==> config.mk <==
export PLATFORM = sky130hd
export DESIGN_NAME = dir_req_controller
export DESIGN_NICKNAME = d
export VERILOG_FILES = /design/src/rtl/dir_req_controller.sv
export SDC_FILE = /design/constraint.sdc
export NUM_CORES = 1
export LEC_CHECK = 0
export BUFFER_PORTS_ARGS = -buffer_cell sky130_fd_sc_hd__buf_2
export CORE_UTILIZATION = 45
export DETAILED_ROUTE_END_ITERATION = 6
export PLACE_DENSITY = 0.7
export SYNTH_ARGS = -nofsm -noshare
export SYNTH_HDL_FRONTEND = slang
export SYNTH_SLANG_ARGS = --single-unit
==> constraint.sdc <==
create_clock -name Clock -period 3.8 [get_ports Clock]
set_input_delay 0.57 -clock Clock [delete_from_list [all_inputs] [get_ports Clock]]
set_output_delay 0.57 -clock Clock [all_outputs]
set_load 0.05 [all_outputs]
==> src/rtl/dir_req_controller.sv <==
// Directory controller for two processors: a 4-entry MSI directory serving one request at a time,
// with invalidate/recall, write-back and fill handshakes towards the caches and memory.
module dir_req_controller (
    input  logic       Clock,
    input  logic       Resetn,
    input  logic [1:0] ReqValid,
    input  logic [1:0] ReqWrite,
    input  logic [3:0] ReqAddr0,
    input  logic [3:0] ReqAddr1,
    input  logic [3:0] ReqData0,
    input  logic [3:0] ReqData1,
    output logic [1:0] Grant,
    output logic [1:0] RespValid,
    output logic [3:0] RespData,
    output logic [1:0] RespState,
    output logic [1:0] InvValid,
    input  logic [1:0] InvAck,
    input  logic [3:0] InvData,
    output logic       MemReq,
    output logic       MemWe,
    output logic [3:0] MemAddr,
    output logic [3:0] MemWData,
    input  logic       MemAck,
    input  logic [3:0] MemData,
    output logic       Busy
);

    typedef enum logic [2:0] {IDLE, LOOKUP, INVAL, WB, FILL, REPLY} state_e;

    localparam logic [1:0] ST_EMPTY = 2'b00;
    localparam logic [1:0] ST_INV   = 2'b01;
    localparam logic [1:0] ST_SHR   = 2'b10;
    localparam logic [1:0] ST_MOD   = 2'b11;

    state_e     state_q, state_d;
    logic       reqIdx_q, reqIdx_d;
    logic       capWrite_q, capWrite_d;
    logic [3:0] capAddr_q, capAddr_d;
    logic [3:0] capData_q, capData_d;
    logic [1:0] entIdx_q, entIdx_d;
    logic       isMiss_q, isMiss_d;
    logic [1:0] invPend_q, invPend_d;
    logic       rrPtr_q, rrPtr_d;
    logic [1:0] victimPtr_q, victimPtr_d;
    logic [3:0] dirAddr_q [4];
    logic [3:0] dirAddr_d [4];
    logic [1:0] dirState_q [4];
    logic [1:0] dirState_d [4];
    logic [1:0] dirSh_q [4];
    logic [1:0] dirSh_d [4];
    logic [3:0] dirData_q [4];
    logic [3:0] dirData_d [4];

    logic [1:0] reqBit;
    logic       hit;
    logic [1:0] hitIdx;
    logic       emptyFound;
    logic [1:0] emptyIdx;
    logic [1:0] victim;
    logic       grantIdx;
    logic [1:0] acked;
    logic       doApply;

    assign reqBit   = reqIdx_q ? 2'b10 : 2'b01;
    assign grantIdx = (&ReqValid) ? rrPtr_q : ReqValid[1];
    assign Busy     = (state_q != IDLE);

    // Scanning downwards leaves the lowest matching/empty index as the winner.
    always_comb begin
        hit        = 1'b0;
        hitIdx     = 2'd0;
        emptyFound = 1'b0;
        emptyIdx   = 2'd0;
        for (int i = 3; i >= 0; i--) begin
            if (dirState_q[i] != ST_EMPTY && dirAddr_q[i] == capAddr_q) begin
                hit    = 1'b1;
                hitIdx = 2'(i);
            end
            if (dirState_q[i] == ST_EMPTY) begin
                emptyFound = 1'b1;
                emptyIdx   = 2'(i);
            end
        end
        victim = emptyFound ? emptyIdx : victimPtr_q;
    end

    always_comb begin
        state_d     = state_q;
        reqIdx_d    = reqIdx_q;
        capWrite_d  = capWrite_q;
        capAddr_d   = capAddr_q;
        capData_d   = capData_q;
        entIdx_d    = entIdx_q;
        isMiss_d    = isMiss_q;
        invPend_d   = invPend_q;
        rrPtr_d     = rrPtr_q;
        victimPtr_d = victimPtr_q;
        dirAddr_d   = dirAddr_q;
        dirState_d  = dirState_q;
        dirSh_d     = dirSh_q;
        dirData_d   = dirData_q;
        Grant       = 2'b00;
        RespValid   = 2'b00;
        RespData    = 4'd0;
        RespState   = 2'b00;
        InvValid    = 2'b00;
        MemReq      = 1'b0;
        MemWe       = 1'b0;
        MemAddr     = 4'd0;
        MemWData    = 4'd0;
        acked       = InvAck & invPend_q;
        doApply     = 1'b0;

        case (state_q)
            IDLE: begin
                if ((|ReqValid) && Resetn) begin
                    Grant      = grantIdx ? 2'b10 : 2'b01;
                    reqIdx_d   = grantIdx;
                    capAddr_d  = grantIdx ? ReqAddr1 : ReqAddr0;
                    capData_d  = grantIdx ? ReqData1 : ReqData0;
                    capWrite_d = ReqWrite[grantIdx];
                    rrPtr_d    = ~grantIdx;
                    state_d    = LOOKUP;
                end
            end
            LOOKUP: begin
                invPend_d = 2'b00;
                if (hit) begin
                    entIdx_d = hitIdx;
                    isMiss_d = 1'b0;
                    if (capWrite_q || (dirState_q[hitIdx] == ST_MOD && dirSh_q[hitIdx] != reqBit))
                        invPend_d = dirSh_q[hitIdx] & ~reqBit;
                    if (invPend_d != 2'b00) begin
                        state_d = INVAL;
                    end else begin
                        doApply = 1'b1;
                        state_d = REPLY;
                    end
                end else begin
                    entIdx_d  = victim;
                    isMiss_d  = 1'b1;
                    invPend_d = dirSh_q[victim];
                    if (!emptyFound)
                        victimPtr_d = victimPtr_q + 2'd1;
                    if (dirSh_q[victim] != 2'b00)
                        state_d = INVAL;
                    else if (dirState_q[victim] == ST_MOD)
                        state_d = WB;
                    else
                        state_d = FILL;
                end
            end
            INVAL: begin
                InvValid  = invPend_q;
                invPend_d = invPend_q & ~InvAck;
                // Only a modified owner returns live data; sharer acks carry nothing useful.
                if (dirState_q[entIdx_q] == ST_MOD && (acked & dirSh_q[entIdx_q]) != 2'b00)
                    dirData_d[entIdx_q] = InvData;
                if (invPend_d == 2'b00) begin
                    if (isMiss_q) begin
                        dirSh_d[entIdx_q] = 2'b00;
                        state_d = (dirState_q[entIdx_q] == ST_MOD) ? WB : FILL;
                    end else begin
                        doApply = 1'b1;
                        state_d = REPLY;
                    end
                end
            end
            WB: begin
                MemReq   = 1'b1;
                MemWe    = 1'b1;
                MemAddr  = dirAddr_q[entIdx_q];
                MemWData = dirData_q[entIdx_q];
                if (MemAck) begin
                    dirState_d[entIdx_q] = ST_INV;
                    state_d = FILL;
                end
            end
            FILL: begin
                MemReq  = 1'b1;
                MemAddr = capAddr_q;
                if (MemAck) begin
                    dirAddr_d[entIdx_q]  = capAddr_q;
                    dirData_d[entIdx_q]  = MemData;
                    dirSh_d[entIdx_q]    = 2'b00;
                    dirState_d[entIdx_q] = ST_INV;
                    doApply = 1'b1;
                    state_d = REPLY;
                end
            end
            REPLY: begin
                RespValid = reqBit;
                RespData  = dirData_q[entIdx_q];
                RespState = dirState_q[entIdx_q];
                state_d   = IDLE;
            end
            default: state_d = IDLE;
        endcase

        // Final access update, shared by the hit, post-invalidate and post-fill paths.
        if (doApply) begin
            if (capWrite_q) begin
                dirData_d[entIdx_d]  = capData_q;
                dirSh_d[entIdx_d]    = reqBit;
                dirState_d[entIdx_d] = ST_MOD;
            end else begin
                if (!(dirState_d[entIdx_d] == ST_MOD && dirSh_d[entIdx_d] == reqBit))
                    dirState_d[entIdx_d] = ST_SHR;
                dirSh_d[entIdx_d] = dirSh_d[entIdx_d] | reqBit;
            end
        end
    end

    always_ff @(posedge Clock or negedge Resetn) begin
        if (!Resetn) begin
            state_q     <= IDLE;
            reqIdx_q    <= 1'b0;
            capWrite_q  <= 1'b0;
            capAddr_q   <= 4'd0;
            capData_q   <= 4'd0;
            entIdx_q    <= 2'd0;
            isMiss_q    <= 1'b0;
            invPend_q   <= 2'b00;
            rrPtr_q     <= 1'b0;
            victimPtr_q <= 2'd0;
            for (int i = 0; i < 4; i++) begin
                dirAddr_q[i]  <= 4'd0;
                dirState_q[i] <= ST_EMPTY;
                dirSh_q[i]    <= 2'b00;
                dirData_q[i]  <= 4'd0;
            end
        end else begin
            state_q     <= state_d;
            reqIdx_q    <= reqIdx_d;
            capWrite_q  <= capWrite_d;
            capAddr_q   <= capAddr_d;
            capData_q   <= capData_d;
            entIdx_q    <= entIdx_d;
            isMiss_q    <= isMiss_d;
            invPend_q   <= invPend_d;
            rrPtr_q     <= rrPtr_d;
            victimPtr_q <= victimPtr_d;
            dirAddr_q   <= dirAddr_d;
            dirState_q  <= dirState_d;
            dirSh_q     <= dirSh_d;
            dirData_q   <= dirData_d;
        end
    end

endmodule
==> metrics.log, run 1 <==
INFO  metric cts_root_buffer = sky130_fd_sc_hd__clkbuf_8
INFO  metric worst_path_dominant_cell_family = simple AND/OR/NAND/NOR gates
INFO  metric synth_top_area_cells = sky130_fd_sc_hd__dfrtp_1 35%, sky130_fd_sc_hd__mux2i_1 8.7%, sky130_fd_sc_hd__mux4_2 5.5%, sky130_fd_sc_hd__nand2_1 4.0%, sky130_fd_sc_hd__mux2_2 3.0%
INFO  metric tritoncts = done
INFO  metric global_route_wire_length_before_repair = 23.9 mm
INFO  metric synth.cell_area = 4920 µm²
INFO  metric detail-route-antenna-nets = 0
INFO  metric cell_internal_pwr = 2.74 mW
INFO  metric slowest_stage = sky130_fd_sc_hd__dfrtp_1
INFO  metric crit_type = flop to flop
INFO  metric io_buffer_count = 55
INFO  metric synth-seq-cells = 69
INFO  metric post_route_cells_drive_above_1_share = 0.261
INFO  metric async_flop_share = 1.00
INFO  metric ys.flop_type = sky130_fd_sc_hd__dfrtp_1
INFO  metric floorplan.io_pins = 56
INFO  metric final_hold_viol_count = 0
INFO  metric drt_drc_violations_left = 0
INFO  metric core = 10500 µm²
INFO  metric grt_max_degree = 70
INFO  metric finalCriticalPeriod = 3.64 ns
INFO  metric cp_data_arrival_time = 3.87 ns
INFO  metric synth_warnings = 0
INFO  metric min_period_over_period = 0.958
INFO  metric outcome = finished, final reports clean
INFO  metric area.growth.synth_to_final = 15.3%
INFO  metric r2r_start = capAddr_q[1]
INFO  metric synth_largest_type_area_fraction = 0.351
INFO  metric routabilityCongestion = 0.976
INFO  metric setup.worst_path.start = capAddr_q[1]
INFO  metric fin_worst_hold_slack = 0.441 ns
INFO  metric synth-seq-area-share = 0.351
INFO  metric synth_edf_count = 0
INFO  metric final_net_count = 614
INFO  metric gate_power_share = 0.610
INFO  metric vias_per_cell = 6.25
INFO  metric share_clk_of_total_power = 0.106
INFO  metric timing.critical_path.from_type = flop
INFO  metric die_w = 107 µm
INFO  metric cts_hold_buffers = 0
INFO  metric postSynthNetCount = 547
INFO  metric cts.htree.levels = 3
INFO  metric antenna_found_initial = 0
INFO  metric finalClockSkew = 0.0146 ns
INFO  metric reg2regPathDepth = 14
INFO  metric power.net_switching = 2.68 mW
INFO  metric leading_cell_type_in_the_layout_fill_and_taps_excluded = sky130_fd_sc_hd__dfrtp_1
INFO  metric final_cell_count_no_fill = 718
INFO  metric rrSetupSlack = 0.16 ns
INFO  metric timing.critical_path.required = 4.03 ns
INFO  metric critical_path.n_buffers_inverters = 2
INFO  metric finalSetupViolations = 0
INFO  metric num_antenna_cells = 0
INFO  metric synthCells = 510
INFO  metric synthesis.area_per_instance = 9.65 µm²
INFO  metric tritoncts.num_buffers = 9
INFO  metric power_density = 955 nW/µm²
INFO  metric cts.path.max_buffers = 2
INFO  metric finalSetupTns = 0 ns
INFO  metric worst_max_slew_pin_slew = 1.00 ns
INFO  metric die-height = 107 µm
INFO  metric ir_drop = 0.373 mV
INFO  metric route.final.wire_length = 14.9 mm
INFO  metric worst_path_cell_chain = xor2_1 > nor4_4 > buf_4 > nand2_1 > a21o_1 > mux2_2 > nor2_1 > a21oi_1 > ha_1 > or2_2 > o41ai_4 > buf_12 > nand2_4 > mux2_1
INFO  metric drt_pre_antenna_iters = 6
INFO  metric num_vias = 4491
INFO  metric placedCellCount = 700
INFO  metric seqPwrFrac = 0.284
INFO  metric rr_endpoint = dirData_q[13]
INFO  metric timing_max_transition_violations_final = 0
INFO  metric clk_pin_slew = 0.08 ns
INFO  metric layout_setup_ws = 0.161 ns
INFO  metric p_leak = 2.63 nW
INFO  metric fp-row-count = 37
INFO  metric post-dp-hpwl = 11.3 mm
INFO  metric maxCapViolations = 0
INFO  metric max_freq = 275 MHz
INFO  metric global_route.overflow_total = 0
INFO  metric grt_pass1_vias = 4371
INFO  metric max_stage_delay = 0.52 ns
INFO  metric routed_wire_length_per_instance = 20.8 µm
INFO  metric synthDominantAreaCellType = sky130_fd_sc_hd__dfrtp_1
INFO  metric worstHoldPathType = input port to async pin
INFO  metric netSwitchingFraction = 0.495
INFO  metric clk_latency = 0.35 ns
INFO  metric first_iter_violations = 499
INFO  metric slew-limit-headroom = 0.333
INFO  metric cp-end-kind = flop
INFO  metric post_synth_num_cell_types = 71
INFO  metric power = 5.42 mW
INFO  metric clock_sinks = 69
INFO  metric cp_max_fo = 10
INFO  metric floorplan.initialDensity = 0.470
INFO  metric post-place-ws = 0.154 ns
INFO  metric final_cell_mix = 68 x sky130_fd_sc_hd__dfrtp_1, 55 x sky130_fd_sc_hd__buf_2, 53 x sky130_fd_sc_hd__nand2_1
INFO  metric fp.dieArea = 11400 µm²
INFO  metric total_grt_usage = 0.274
==> repair_timing <==
item                                   in CTS  in global routing
gates resized for setup                     0                  4
setup endpoints to repair                   0                 14
setup buffers                               0                  2
endpoints found under the hold margin       0                  0
==> how the worst max path moves through the flow <==
stage	to	depth (start not counted)
2_1_floorplan	dirData_q[5]	13
3_3_place_gp	dirData_q[13]	13
3_5_place_dp	dirData_q[9]	13
4_1_cts	dirData_q[13]	13
5_1_grt	dirData_q[13]	14
6_report	dirData_q[13]	14
==> stage by stage <==
stage | util | cell area (µm²)
6_report | 0.542 | 5670
5_1_grt | 0.542 | 5670
4_1_cts | 0.539 | 5640
3_5_place_dp | 0.522 | 5460
3_3_place_gp | 0.522 | 5460
2_1_floorplan | - | 4920
==> state kept, by name, indices dropped and copies added, names as in the netlist, 2 cells and up <==
signal,count
entIdx_q,2
dirAddr_q,16
dirState_q,8
capData_q,4
victimPtr_q,2
dirSh_q,8
dirData_q,16
capAddr_q,4
invPend_q,2
state_q,3
==> synthesized netlist by cell type, types with 4 or more instances <==
master	count
sky130_fd_sc_hd__nand3_1	15
sky130_fd_sc_hd__nand4_1	4
sky130_fd_sc_hd__nand2b_1	5
sky130_fd_sc_hd__or2_2	6
sky130_fd_sc_hd__and2_1	14
sky130_fd_sc_hd__xor2_1	12
sky130_fd_sc_hd__a31oi_1	6
sky130_fd_sc_hd__o21ai_0	20
sky130_fd_sc_hd__ha_1	4
sky130_fd_sc_hd__buf_2	6
sky130_fd_sc_hd__nand2_1	53
sky130_fd_sc_hd__mux2_2	13
sky130_fd_sc_hd__a22oi_1	4
sky130_fd_sc_hd__and3_1	10
sky130_fd_sc_hd__mux2i_1	43
sky130_fd_sc_hd__xnor2_1	9
sky130_fd_sc_hd__a21oi_1	25
sky130_fd_sc_hd__nor2_1	39
sky130_fd_sc_hd__mux4_2	12
sky130_fd_sc_hd__inv_1	9
sky130_fd_sc_hd__a211oi_1	4
sky130_fd_sc_hd__a221oi_1	6
sky130_fd_sc_hd__nor3_1	7
sky130_fd_sc_hd__o31ai_1	5
sky130_fd_sc_hd__clkbuf_1	16
sky130_fd_sc_hd__nor2b_1	8
sky130_fd_sc_hd__a22o_1	14
sky130_fd_sc_hd__dfrtp_1	69
==> per-layer routing <==
metal | share of wire | global-route usage | wire, µm
met4 | 0.016 | 0.0773 | 238
met5 | 0 | 0 | 0
met3 | 0.10 | 0.0802 | 1540
met2 | 0.46 | 0.416 | 6790
met1 | 0.43 | 0.380 | 6330
==> power by group through the flow <==
stage	logic (mW)	clock network [mW]	registers, mW
floorplan	2.53	0	1.30
global placement	3.18	0	1.52
detailed placement	3.21	0	1.54
CTS	3.22	0.581	1.52
global route	3.60	0.620	1.59
finish	3.30	0.573	1.54
==> layout make-up <==
type	count	area, µm²
clock buffer	10	138
inverter	10	37.5
sequential	69	1730
fill	957	4790
tap	136	170
timing repair buffer	82	490
clock inverter	6	46.3
multi-input combinational	405	3060
==> logic make-up (layout without fill, tap and decap cells) <==
family	after synthesis	count (layout)	share of synthesized area
multiplexers	71	71	0.179
adder cells (fa/ha/maj)	4	4	0.0102
buffers and inverters	36	108	0.0297
flip-flops	69	69	0.351
XOR/XNOR	21	21	0.0374
AND/OR/NAND/NOR	180	180	0.190
AO/OA/AOI/OAI	129	129	0.203
Power figures use the tool's default switching activity.
==> run 2: changes to the inputs <==
--- a/config.mk
+++ b/config.mk
@@ -6,5 +6,7 @@
 export NUM_CORES = 1
 export LEC_CHECK = 0
+export ABC_CLOCK_PERIOD_IN_PS = 3800
 export BUFFER_PORTS_ARGS = -buffer_cell sky130_fd_sc_hd__buf_2
+export CORE_ASPECT_RATIO = 1.75
 export CORE_UTILIZATION = 45
 export DETAILED_ROUTE_END_ITERATION = 6
==> constraint.sdc (replaced) <==
create_clock -name Clock -period 3.8 [get_ports Clock]
set_input_delay 0.38 -clock Clock [delete_from_list [all_inputs] [get_ports Clock]]
set_output_delay 0.38 -clock Clock [all_outputs]
set_load 0.05 [all_outputs]
==> metrics.log, run 2 (synthesis gave the netlist of run 1 again) <==
INFO  metric die_w = 81.1 µm (was 107 µm)
INFO  metric final_cell_mix = 66 x sky130_fd_sc_hd__dfrtp_1, 55 x sky130_fd_sc_hd__buf_2, 53 x sky130_fd_sc_hd__nand2_1 (was 68 x sky130_fd_sc_hd__dfrtp_1, 55 x sky130_fd_sc_hd__buf_2, 53 x sky130_fd_sc_hd__nand2_1)
INFO  metric total_grt_usage = 0.301 (was 0.274)
INFO  metric fp-row-count = 50 (was 37)
INFO  metric routabilityCongestion = 0.971 (was 0.976)
INFO  metric slew-limit-headroom = 0.436 (was 0.333)
INFO  metric cp-end-kind = flop (unchanged)
INFO  metric layout.cell_area.non_filler = 5720 µm² (was 5670 µm²)
INFO  metric final_hold_viol_count = 8 (was 0)
INFO  metric first_iter_violations = 304 (was 499)
INFO  metric worstHoldPathType = input port to async pin (unchanged)
INFO  metric drt_drc_violations_left = 0 (unchanged)
INFO  metric clock_sinks = 69 (unchanged)
INFO  metric finalCriticalPeriod = 3.75 ns (was 3.64 ns)
INFO  metric route.final.wire_length = 15.7 mm (was 14.9 mm)
INFO  metric maxCapViolations = 0 (unchanged)
INFO  metric cts.htree.levels = 3 (unchanged)
INFO  metric length_of_routed_met2_wiring = 8.19 mm (was 6.79 mm)
INFO  metric power = 5.66 mW (was 5.42 mW)
INFO  metric post_route_cells_drive_above_1_share = 0.258 (was 0.261)
INFO  metric p_leak = 2.65 nW (was 2.63 nW)
INFO  metric power_density = 990 nW/µm² (was 955 nW/µm²)
INFO  metric finalSetupViolations = 0 (unchanged)
INFO  metric largestRegisters = dirAddr_q x16, dirData_q x16 (unchanged)
INFO  metric cp_max_fo = 10 (unchanged)
INFO  metric antenna_found_initial = 0 (unchanged)
INFO  metric fin_worst_hold_slack = -0.00626 ns (was 0.441 ns)
INFO  metric violations_in_the_final_reports = hold timing
INFO  metric cp_data_arrival_time = 3.97 ns (was 3.87 ns)
INFO  metric die-height = 140 µm (was 107 µm)
INFO  metric vias_per_cell = 6.44 (was 6.25)
INFO  metric grt_pass1_vias = 4734 (was 4371)
INFO  metric placedCellCount = 691 (was 700)
INFO  metric worst_max_slew_pin_slew = 0.839 ns (was 1.00 ns)
INFO  metric core = 10700 µm² (was 10500 µm²)
INFO  metric floorplan.initialDensity = 0.460 (was 0.470)
INFO  metric met1_length = 5.47 mm (was 6.33 mm)
INFO  metric routed_wire_length_per_instance = 22.2 µm (was 20.8 µm)
INFO  metric post-dp-hpwl = 12.2 mm (was 11.3 mm)
INFO  metric highest_layer = met4 (unchanged)
INFO  metric fp.dieArea = 11400 µm² (about the same)
INFO  metric finalClockSkew = 0.00935 ns (was 0.0146 ns)
INFO  metric timing.critical_path.from_type = flop (unchanged)
INFO  metric drt_pre_antenna_iters = 5 (was 6)
INFO  metric max_freq = 267 MHz (was 275 MHz)
INFO  metric outcome = finished, violations left (was finished, final reports clean)
INFO  metric leading_cell_type_in_the_layout_fill_and_taps_excluded = sky130_fd_sc_hd__dfrtp_1 (unchanged)
INFO  metric global_route.overflow_total = 0 (unchanged)
INFO  metric global_route_wire_length_before_repair = 25.1 mm (was 23.9 mm)
INFO  metric crit_type = flop to flop (unchanged)
INFO  metric grt_max_degree = 50 (was 70)
INFO  metric clk_latency = 0.34 ns (was 0.35 ns)
INFO  metric met3_layer_wire_length_in_the_routed_design = 727 µm (was 1.54 mm)
INFO  metric cell_area_reported_after_detailed_placement = 5420 µm² (was 5460 µm²)
INFO  metric area.growth.synth_to_final = 16.2% (was 15.3%)
INFO  metric final_net_count = 610 (was 614)
INFO  metric cts.path.max_buffers = 2 (unchanged)
INFO  metric floorplan.io_pins = 56 (unchanged)
INFO  metric min_period_over_period = 0.987 (was 0.958)
INFO  metric io_buffer_count = 55 (unchanged)
INFO  metric ir_drop = 0.443 mV (was 0.373 mV)
INFO  metric num_vias = 4557 (was 4491)
INFO  metric tritoncts = done (unchanged)
INFO  metric timing_max_transition_violations_final = 0 (unchanged)
INFO  metric clk_pin_slew = 0.06 ns (was 0.08 ns)
INFO  metric num_antenna_cells = 0 (unchanged)
INFO  metric cts_root_buffer = sky130_fd_sc_hd__clkbuf_16 (was sky130_fd_sc_hd__clkbuf_8)
INFO  metric final_cell_count_no_fill = 708 (was 718)
INFO  metric detail-route-antenna-nets = 0 (unchanged)
INFO  metric timing.critical_path.required = 4.02 ns (was 4.03 ns)
INFO  metric tritoncts.num_buffers = 9 (unchanged)
## run 2: cell types whose count changed in the layout (fill, tap and decap cells not counted), sizes merged
cell    previous run  this run
buf               82        78
clkinv             2         1
clkbuf            10        11
## run 2: layout make-up
| type | count | area, µm² |
|---|---|---|
| Clock buffer | 11 | 253 |
| Clock inverter | 5 | 41.3 |
| Fill cell | 976 | 4980 |
| Inverter | 10 | 37.5 |
| Multi-Input combinational cell | 405 | 3050 |
| Sequential cell | 69 | 1730 |
| Tap cell | 130 | 163 |
| Timing Repair Buffer | 78 | 448 |
## run 2: worst paths after layout
kind	end	cells after the start	slack (ns)	from
worst max register to register	dirState_q[3]	11	0.05	capAddr_q[0]
worst min-delay path	dirSh_q[4]	1	-0.006	Resetn
worst max-delay path	dirState_q[3]	11	0.05	capAddr_q[0]
min in group Clock	capData_q[2]	3	0.33	ReqData1[2]
worst min register to register	victimPtr_q[1]	1	0.48	victimPtr_q[1]
max in group asynchronous	capAddr_q[1]	2	2.72	Resetn
## run 2: stage by stage
| step | util | setup slack, ns | TNS, ns |
|---|---|---|---|
| after detailed placement | 0.506 | 0.170 | 0 |
| after global routing | 0.535 | -0.00563 | -0.00563 |
| final | 0.535 | 0.0478 | 0 |
| after CTS | 0.534 | 0.143 | 0 |
| after floorplan | - | 0.201 | 0 |
| after global placement | 0.506 | 0.189 | 0 |
## run 2: critical path: stages (launching register included)
cell and delay (ns):
sky130_fd_sc_hd__dfrtp_1 0.51, sky130_fd_sc_hd__xor2_1 0.24, sky130_fd_sc_hd__nor4_4 0.35, sky130_fd_sc_hd__buf_4 0.20, sky130_fd_sc_hd__a222oi_1 0.12, sky130_fd_sc_hd__o41ai_4 0.47, sky130_fd_sc_hd__o21ai_0 0.27, sky130_fd_sc_hd__o22a_1 0.27
sky130_fd_sc_hd__ha_1 0.27, sky130_fd_sc_hd__nor2_1 0.31, sky130_fd_sc_hd__o311ai_0 0.30, sky130_fd_sc_hd__a32o_1 0.33
## run 2: layer usage
metal  up-vias  track usage
li1       2042            -
met1      2200        0.321
met4         0        0.236
met5         -            0
met3        79       0.0482
met2       236        0.510
## run 2: timing repair
action	CTS	global route
resized for setup	0	3
setup endpoints to repair	0	8
hold buffers	0	0
buffers inserted	0	1
## run 2: report_power, final
group | total (mW) | leakage, nW | internal, mW | switching [mW]
Sequential | 1.56 | 0.845 | 1.08 | 0.479
Combinational | 3.28 | 1.67 | 1.36 | 1.92
Clock | 0.823 | 0.139 | 0.483 | 0.340
Total | 5.66 | 2.65 | 2.92 | 2.74
==> run 3: changes to the inputs <==
CORE_ASPECT_RATIO = 0.8   (was 1.75)
CTS_CLUSTER_DIAMETER = 60   (was not set)
==> metrics.log, run 3 (synthesis gave the netlist of run 1 again) <==
INFO  metric routabilityCongestion = 1.05 (was 0.971)
INFO  metric maxCapViolations = 0 (unchanged)
INFO  metric finalSetupViolations = 0 (unchanged)
INFO  metric post-dp-hpwl = 11.7 mm (was 12.2 mm)
INFO  metric drt_pre_antenna_iters = 5 (unchanged)
INFO  metric global_route.overflow_total = 0 (unchanged)
INFO  metric post-place-ws = 0.185 ns (was 0.170 ns)
INFO  metric global_route_wire_length_before_repair = 23.9 mm (was 25.1 mm)
INFO  metric cp-end-kind = flop (unchanged)
INFO  metric route.final.wire_length = 15.6 mm (was 15.7 mm)
INFO  metric vias_per_cell = 6.30 (was 6.44)
INFO  metric critical_path.n_buffers_inverters = 1 (unchanged)
INFO  metric fp.dieArea = 11400 µm² (about the same)
INFO  metric grt_max_degree = 36 (was 50)
INFO  metric final_cell_mix = 68 x sky130_fd_sc_hd__dfrtp_1, 55 x sky130_fd_sc_hd__buf_2, 53 x sky130_fd_sc_hd__nand2_1 (was 66 x sky130_fd_sc_hd__dfrtp_1, 55 x sky130_fd_sc_hd__buf_2, 53 x sky130_fd_sc_hd__nand2_1)
INFO  metric worst_max_slew_pin_slew = 0.916 ns (was 0.839 ns)
INFO  metric crit_type = flop to flop (unchanged)
INFO  metric tritoncts = done (unchanged)
INFO  metric die-height = 95.5 µm (was 140 µm)
INFO  metric cts_root_buffer = sky130_fd_sc_hd__clkbuf_16 (unchanged)
INFO  metric finalSetupTns = 0 ns (unchanged)
INFO  metric clk_pin_slew = 0.06 ns (about the same)
INFO  metric met1_length = 6.60 mm (was 5.47 mm)
INFO  metric max_stage_delay = 0.57 ns (was 0.51 ns)
INFO  metric cts.path.max_buffers = 2 (unchanged)
INFO  metric first_iter_violations = 646 (was 304)
INFO  metric io_buffer_count = 55 (unchanged)
INFO  metric ir_drop = 0.480 mV (was 0.443 mV)
INFO  metric core = 10400 µm² (was 10700 µm²)
INFO  metric worstHoldPathType = input port to async pin (unchanged)
INFO  metric tritoncts.num_buffers = 9 (unchanged)
INFO  metric num_vias = 4559 (was 4557)
INFO  metric max_freq = 279 MHz (was 267 MHz)
INFO  metric cts_hold_buffers = 0 (unchanged)
INFO  metric cp_max_fo = 10 (unchanged)
INFO  metric final_cell_count_no_fill = 724 (was 708)
INFO  metric clock_sinks = 69 (unchanged)
INFO  metric floorplan.io_pins = 56 (unchanged)
INFO  metric worst_path_dominant_cell_family = simple AND/OR/NAND/NOR gates (was compound AO/OA/AOI/OAI gates)
INFO  metric die_w = 119 µm (was 81.1 µm)
INFO  metric timing.critical_path.required = 4.02 ns (about the same)
INFO  metric p_leak = 2.69 nW (was 2.65 nW)
INFO  metric fp-row-count = 33 (was 50)
INFO  metric power_density = 994 nW/µm² (was 990 nW/µm²)
INFO  metric outcome = finished, final reports clean (was finished, violations left)
INFO  metric slew-limit-headroom = 0.385 (was 0.436)
INFO  metric final_hold_viol_count = 0 (was 8)
INFO  metric num_antenna_cells = 0 (unchanged)
INFO  metric detail-route-antenna-nets = 0 (unchanged)
INFO  metric final_net_count = 617 (was 610)
INFO  metric cts.htree.levels = 3 (unchanged)
INFO  metric post_route_cells_drive_above_1_share = 0.264 (was 0.258)
INFO  metric finalCriticalPeriod = 3.59 ns (was 3.75 ns)
INFO  metric slowest_stage = sky130_fd_sc_hd__dfrtp_1 (unchanged)
INFO  metric drt_drc_violations_left = 0 (unchanged)
INFO  metric grt_pass1_vias = 4300 (was 4734)
INFO  metric routed_wire_length_per_instance = 21.5 µm (was 22.2 µm)
INFO  metric antenna_found_initial = 0 (unchanged)
INFO  metric cp_data_arrival_time = 3.80 ns (was 3.97 ns)
INFO  metric worst_path_cell_chain = xnor2_1 > nand4_1 > nor2_2 > a21o_1 > mux2_2 > nor2_1 > a21oi_1 > ha_1 > or2_2 > o41ai_4 > buf_4 > nand2_4 > mux2_1 (was xor2_1 > nor4_4 > buf_4 > a222oi_1 > o41ai_4 > o21ai_0 > o22a_1 > ha_1 > nor2_1 > o311ai_0 > a32o_1)
INFO  metric leading_cell_type_in_the_layout_fill_and_taps_excluded = sky130_fd_sc_hd__dfrtp_1 (unchanged)
INFO  metric min_period_over_period = 0.944 (was 0.987)
INFO  metric floorplan.initialDensity = 0.471 (was 0.460)
INFO  metric length_of_routed_met2_wiring = 6.77 mm (was 8.19 mm)
INFO  metric highest_layer = met4 (unchanged)
INFO  metric area.growth.synth_to_final = 17.7% (was 16.2%)
INFO  metric met3_layer_wire_length_in_the_routed_design = 1.88 mm (was 727 µm)
INFO  metric finalClockSkew = 0.00688 ns (was 0.00935 ns)
INFO  metric clk_latency = 0.34 ns (about the same)
INFO  metric timing.critical_path.from_type = flop (unchanged)
INFO  metric total_grt_usage = 0.283 (was 0.301)
INFO  metric rsz0062_at_grt = no
INFO  metric placedCellCount = 709 (was 691)
INFO  metric timing_max_transition_violations_final = 0 (unchanged)
INFO  metric layout_setup_ws = 0.213 ns (was 0.0478 ns)
INFO  metric largestRegisters = dirAddr_q x16, dirData_q x16 (unchanged)
## run 3: changes by cell type in the layout (fill, tap and decap cells not counted), moves of 2 or more
cell,before,now
sky130_fd_sc_hd__buf_4,23,30
sky130_fd_sc_hd__clkbuf_8,2,0
sky130_fd_sc_hd__clkinv_2,0,2
sky130_fd_sc_hd__dfrtp_1,66,68
sky130_fd_sc_hd__dfrtp_2,3,1
## run 3: final timing paths
kind | endpoint | slack (ns) | cells past startpoint | startpoint
min in group Clock | capData_q[2] | 0.34 | 3 | ReqData1[2]
max in group asynchronous | dirState_q[1] | 2.72 | 3 | Resetn
min | victimPtr_q[1] | 0.20 | 2 | Resetn
max reg2reg | dirData_q[5] | 0.21 | 13 | capAddr_q[2]
min reg2reg | victimPtr_q[1] | 0.48 | 1 | victimPtr_q[1]
max | dirData_q[5] | 0.21 | 13 | capAddr_q[2]
## run 3: final cells by class
cell class                 instances  area, µm²
fill                             892       4650
multi-input combinational        405       3060
sequential                        69       1730
timing repair buffer              85        500
clock buffer                       9        225
tap                              140        175
clock inverter                     6       63.8
inverter                          10       37.5
## run 3: layer usage
layer	GRT usage	up-vias
li1	-	2049
met1	0.387	2197
met2	0.420	279
met3	0.0963	34
met4	0.0897	0
met5	0	-
## run 3: stage by stage
stage | cell area, µm² | utilization | hold slack (ns) | power (mW)
after floorplan | 4920 | - | 0.0844 | 3.83
after global placement | 5490 | 0.525 | 0.473 | 4.72
after detailed placement | 5490 | 0.525 | 0.476 | 4.80
after CTS | 5780 | 0.553 | 0.196 | 5.66
final | 5790 | 0.554 | 0.197 | 5.76
after global routing | 5790 | 0.554 | 0.228 | 6.07
## run 3: where the power goes
| part | total (mW) | internal (mW) | switching, mW |
|---|---|---|---|
| logic | 3.38 | 1.41 | 1.97 |
| registers | 1.54 | 1.08 | 0.464 |
| clock network | 0.837 | 0.504 | 0.333 |
## run 3: timing repair
item | 4_1_cts | 5_1_grt
setup endpoints to repair | 0 | 17
setup buffers | 0 | 0
gates resized for setup | 0 | 3
## run 3: worst register-to-register path, cell delays in order (launching register included)
cell                      delay (ns)
sky130_fd_sc_hd__dfrtp_1        0.57
sky130_fd_sc_hd__xnor2_1        0.18
sky130_fd_sc_hd__nand4_1        0.25
sky130_fd_sc_hd__nor2_2         0.23
sky130_fd_sc_hd__a21o_1         0.21
sky130_fd_sc_hd__mux2_2         0.35
sky130_fd_sc_hd__nor2_1         0.09
sky130_fd_sc_hd__a21oi_1        0.05
sky130_fd_sc_hd__ha_1           0.22
sky130_fd_sc_hd__or2_2          0.34
sky130_fd_sc_hd__o41ai_4        0.28
sky130_fd_sc_hd__buf_4          0.26
sky130_fd_sc_hd__nand2_4        0.11
sky130_fd_sc_hd__mux2_1         0.33
